**src/rtl/hms_clock_counter.sv**
```systemverilog
// hms_clock_counter: BCD hh:mm:ss time-of-day counter driven by a 1 Hz tick, with validated load and LED outputs.
// Optional feature: define CLOCK_12H_EN for 12-hour mode with pm flag and load_pm input.
module hms_clock_counter (
    input  logic       clk,
    input  logic       reset,
    input  logic       tick_in,
    input  logic       load,
    input  logic [7:0] load_hh,
    input  logic [7:0] load_mm,
    input  logic [7:0] load_ss,
`ifdef CLOCK_12H_EN
    input  logic       load_pm,
    output logic       pm,
`endif
    output logic [7:0] hours,
    output logic [7:0] minutes,
    output logic [7:0] seconds,
    output logic       sec_pulse,
    output logic       day_pulse,
    output logic       load_err,
    output logic [4:0] leds
);
`ifdef CLOCK_12H_EN
    localparam logic [7:0] HH_RST = 8'h12;
`else
    localparam logic [7:0] HH_RST = 8'h00;
`endif

    logic [7:0] hh_q, mm_q, ss_q, hh_d, mm_d, ss_d;
    logic [7:0] hh_inc, mm_inc, ss_inc;
    logic       tick_q, sec_q, day_q, err_q, sec_d, day_d, err_d;
    logic       tick_edge, s_wrap, m_wrap, hr_carry, h_wrap, digits_ok, hh_ok, ld_ok;
`ifdef CLOCK_12H_EN
    logic       pm_q, pm_d;
`endif

    // Next-state: load takes priority over the tick edge, and a coincident edge is dropped.
    always_comb begin
        tick_edge = tick_in & ~tick_q;
        s_wrap    = ss_q == 8'h59;
        m_wrap    = mm_q == 8'h59;
        hr_carry  = tick_edge & s_wrap & m_wrap;
        ss_inc    = s_wrap ? 8'h00 : (ss_q[3:0] == 4'd9) ? {ss_q[7:4] + 4'd1, 4'd0} : ss_q + 8'd1;
        mm_inc    = m_wrap ? 8'h00 : (mm_q[3:0] == 4'd9) ? {mm_q[7:4] + 4'd1, 4'd0} : mm_q + 8'd1;
        digits_ok = (load_hh[3:0] <= 4'd9) && (load_mm[3:0] <= 4'd9) && (load_ss[3:0] <= 4'd9)
                 && (load_mm[7:4] <= 4'd5) && (load_ss[7:4] <= 4'd5);
`ifdef CLOCK_12H_EN
        h_wrap    = (hh_q == 8'h11) & pm_q;
        hh_inc    = (hh_q == 8'h12) ? 8'h01 : (hh_q[3:0] == 4'd9) ? 8'h10 : hh_q + 8'd1;
        hh_ok     = (load_hh >= 8'h01) && (load_hh <= 8'h12);
`else
        h_wrap    = hh_q == 8'h23;
        hh_inc    = h_wrap ? 8'h00 : (hh_q[3:0] == 4'd9) ? {hh_q[7:4] + 4'd1, 4'd0} : hh_q + 8'd1;
        hh_ok     = load_hh <= 8'h23;
`endif
        ld_ok     = digits_ok & hh_ok;
        ss_d      = load ? (ld_ok ? load_ss : ss_q) : tick_edge ? ss_inc : ss_q;
        mm_d      = load ? (ld_ok ? load_mm : mm_q) : (tick_edge & s_wrap) ? mm_inc : mm_q;
        hh_d      = load ? (ld_ok ? load_hh : hh_q) : hr_carry ? hh_inc : hh_q;
        sec_d     = ~load & tick_edge;
        day_d     = ~load & hr_carry & h_wrap;
        err_d     = load & ~ld_ok;
`ifdef CLOCK_12H_EN
        pm_d      = load ? (ld_ok ? load_pm : pm_q) : (hr_carry & (hh_q == 8'h11)) ? ~pm_q : pm_q;
`endif
    end

    // State and output registers; tick_q resets high so a held-high tick is not an edge.
    always_ff @(posedge clk) begin
        if (reset) begin
            hh_q   <= HH_RST;
            mm_q   <= 8'h00;
            ss_q   <= 8'h00;
            tick_q <= 1'b1;
            sec_q  <= 1'b0;
            day_q  <= 1'b0;
            err_q  <= 1'b0;
`ifdef CLOCK_12H_EN
            pm_q   <= 1'b0;
`endif
        end else begin
            hh_q   <= hh_d;
            mm_q   <= mm_d;
            ss_q   <= ss_d;
            tick_q <= tick_in;
            sec_q  <= sec_d;
            day_q  <= day_d;
            err_q  <= err_d;
`ifdef CLOCK_12H_EN
            pm_q   <= pm_d;
`endif
        end
    end

    assign hours     = hh_q;
    assign minutes   = mm_q;
    assign seconds   = ss_q;
    assign sec_pulse = sec_q;
    assign day_pulse = day_q;
    assign load_err  = err_q;
    assign leds      = {tick_q, ss_q[3:0]};
`ifdef CLOCK_12H_EN
    assign pm        = pm_q;
`endif
endmodule

```
**config.mk**
```make
export PLATFORM = sky130hd
export DESIGN_NAME = hms_clock_counter
export DESIGN_NICKNAME = d
export VERILOG_FILES = /design/src/rtl/hms_clock_counter.sv
export SDC_FILE = /design/constraint.sdc
export NUM_CORES = 1
export LEC_CHECK = 0
export BUFFER_PORTS_ARGS = -buffer_cell sky130_fd_sc_hd__buf_2
export CAP_MARGIN = 0
export CORE_MARGIN = 3
export CORE_UTILIZATION = 30
export CTS_BUF_LIST = sky130_fd_sc_hd__clkbuf_8 sky130_fd_sc_hd__clkbuf_16
export DETAILED_ROUTE_END_ITERATION = 10
export PLACE_DENSITY = 0.56
export SLEW_MARGIN = 15
export SYNTH_ARGS = -nofsm -noshare
export SYNTH_HDL_FRONTEND = slang
export SYNTH_SLANG_ARGS = --single-unit
```
**constraint.sdc**
```tcl
create_clock -name clk -period 4.5 [get_ports clk]
set_clock_uncertainty 0.15 [all_clocks]
set_input_delay 0.45 -clock clk [delete_from_list [all_inputs] [get_ports clk]]
set_output_delay 0.45 -clock clk [all_outputs]
set_load 0.005 [all_outputs]
```
==> impl_metrics.toml <==
[timing]
max_slew.worst_pin.slew_ns = 0.6837
setup_viol_count_final = 0
fmax_mhz = 445.7
rsz0062_at_grt = "no"
hold_viol_final = 0
min_period_over_period = 0.4986
finalCriticalPeriod_ns = 2.244
timing_max_transition_violations_final = 0
worst_slew_margin_rel = 0.5442
timing.setup.tns_ns = 0

[floorplan]
die-height_um = 87.26
die_ar_mm2 = 0.007613
pin_count = 60
placeableCoreArea_mm2 = 0.006166
die_width_um = 87.26
placement_rows = 28
initial_utilization = 0.3212

[clocking]
insertion_delay_ns = 0.28
clkSlewWorstSetupHoldPaths_ns = 0.10
post_cts_resize_count = 0
post_cts_buffers = 0
cts.root.buffer_cell = "clkbuf_8"
numCtsBuffers = 3
cts_hold_buffers = 0
tritoncts = "built"
clkSinkCount = 28
htree_depth = 1
clock_path_buffers = 2

[yosys]
syn_area_mm2 = 0.001981
syn-instance-count = 238
yosys_reg_bits = 28
ys_dominant_reg_cell = "dfxtp_1"
avg_cell_area_syn_um2 = 8.322
basic_gate_share_of_the_synthesized_area_counting_and_or_nand_and_nor_cells = 0.2622
synth-edff-count = 0
yosysWarningCount = 0
synth.mux.area_fraction = 0.01642
synth_fa_ha_area_frac = 0.07581
synth_compound_area_frac = 0.2780
synth.yosys.seq_area_share = 0.2830
post_synth_num_cell_types = 57
synth-async-reset-ratio = 0
synth_top_family_by_area = "compound AO/OA/AOI/OAI gates"
synth_fp_nets = 278
synth_xor_area_frac = 0.02211

[setup_path]
r2r-end = "hours[4]"
timing.critical_path.arrival_ns = 2.27
cp_slowest_cell = "o21ai_2"
worst_reg_to_reg_cells = 6
critPathBufInv = 1
critical-path-top-delay-family = "compound AO/OA/AOI/OAI gates"
worstPathRequired_ns = 4.53
critPathMaxFanout = 41
worstSetupStartpoint = "load"
startpoint_type = "input pin"
critical_path_class = "input pin to flip-flop"
critical_path.endpoint_type = "flip-flop"
reg2reg_from = "minutes[0]"
crit_path_max_incr_delay_ns = 0.54
reg2reg_slack_ns = 2.34
path_cells = "buf_2, nand4_2, o21ai_2, o21ai_0, a32o_1"

[detailed_routing]
drc_errors = 0
wl_met2_um = 2486
vias_per_std_cell = 5.432
detailroute.wirelength.met3_um = 298
drtPass1Iterations = 4
drt-wirelength-per-cell_um = 15.04
final_routed_wirelength_across_all_metal_layers_um = 5400
met1_length_um = 2594
drt_iter0_markers = 79
antenna_left = 0
top_layer = "met4"
via_count = 1950

[grt]
largest_net_degree_at_the_start_of_global_routing = 42
grt_antenna_before_repair = 0
grt_util_all_layers = 0.1418
grt_remaining_overflow = 0
global_route_wire_length_before_repair_um = 8763
vias_in_the_first_global_route = 1887

[power]
leakagePower_nw = 0.9606
peakVddDrop_v = 0.0001517
total_power_divided_by_cell_area_mw_per_mm2 = 204.5
design_power_total_w = 0.0004766

[cells_and_area]
final_cell_mix = "buf_2 (59), dfxtp_1 (28), nand2_1 (20), nor2_1 (20), a21oi_1 (16)"
fraction_of_layout_cells_with_a_size_suffix_above_1 = 0.2958
commonest_non_fill_non_tap_cell_in_the_layout = "buf_2"
diodes = 0
fillCellCount = 645
num-nets-final = 325
post-route-util = 0.3780
area_delta_synth_final_pct = 17.69

[hold_path]
hp-start = "tick_in"
worst_hold_path.num_cells = 2
worstHoldPathType = "input pin to flip-flop"
min_delay_worst_endpoint = "tick_q"

[run]
maxCapViolCount = 0

[outcome]
status = "completed"

[placement]
placement.io_buffers = 59
dp_hpwl_um = 4052
globalplace.congestion = 0.8188
## cell families (layout without fill, tap and decap cells)
logic type | count (synthesis) | after routing
and+or+nand+nor | 93 | 93
adders and majority gates | 12 | 12
AOI/OAI and AO/OA | 72 | 72
buffers and inverters | 25 | 71
xor gates and xnor gates | 5 | 5
muxes | 3 | 3
DFF | 28 | 28
## worst reg2reg max path, delay by kind of cell (launching register included)
kind	cells	cell delay, ns
AOI/OAI and AO/OA	2	0.46
adders and majority gates	1	0.21
DFF	1	0.47
and+or+nand+nor	3	0.78
## registers in the layout (all words and copies together), names as in the netlist
| register | flops |
|---|---|
| day_pulse | 1 |
| hours | 8 |
| load_err | 1 |
| minutes | 8 |
| sec_pulse | 1 |
| seconds | 8 |
| tick_q | 1 |
## synthesized netlist by cell type (all sizes together), types with 7 or more instances
master,count,area share
nand2,21,0.041
buf,9,0.032
nor2,25,0.054
a21oi,16,0.040
nand3,12,0.030
o21ai,7,0.020
dfxtp,28,0.28
inv,8,0.015
a211oi,8,0.040
nor3,12,0.036
clkbuf,8,0.015
ha,12,0.076
## power by group
| part | internal (W) | switching (W) |
|---|---|---|
| logic | 0.0000234 | 0.0000365 |
| clock network | 0.0000785 | 0.0000836 |
| registers | 0.000251 | 0.00000381 |
## cell type report
cell class / instances / area [um2] / area share
timing repair buffer: 59 / 295.3 / 0.1267
inverter: 8 / 30.03 / 0.01288
tap: 75 / 93.84 / 0.04026
sequential: 28 / 560.5 / 0.2405
clock buffer: 4 / 55.05 / 0.02362
multi-input combinational: 185 / 1296 / 0.5561
## per-layer routing
metal,track usage,vias up
met4,0.02092,0
li1,-,978
met5,0,-
met3,0.02649,2
met1,0.1910,915
met2,0.2397,55
## through the flow
step / std cells / setup slack (ns) / hold WS [ns] / instance area, um2
floorplan: 238 / 2.572 / 0.3168 / 1981
global placement: 355 / 1.989 / 0.3348 / 2276
detailed placement: 355 / 1.926 / 0.3416 / 2276
CTS: 359 / 2.240 / 0.2112 / 2331
global route: 359 / 2.096 / 0.2210 / 2331
finish: 359 / 2.256 / 0.2190 / 2331
## worst max path at each step
stage | end | cells after the start
floorplan | seconds[6] | 6
global placement | seconds[2] | 5
detailed placement | seconds[2] | 5
CTS | seconds[2] | 5
global route | seconds[2] | 5
finish | seconds[2] | 5
Note: power is estimated with default switching activity, not from simulation.
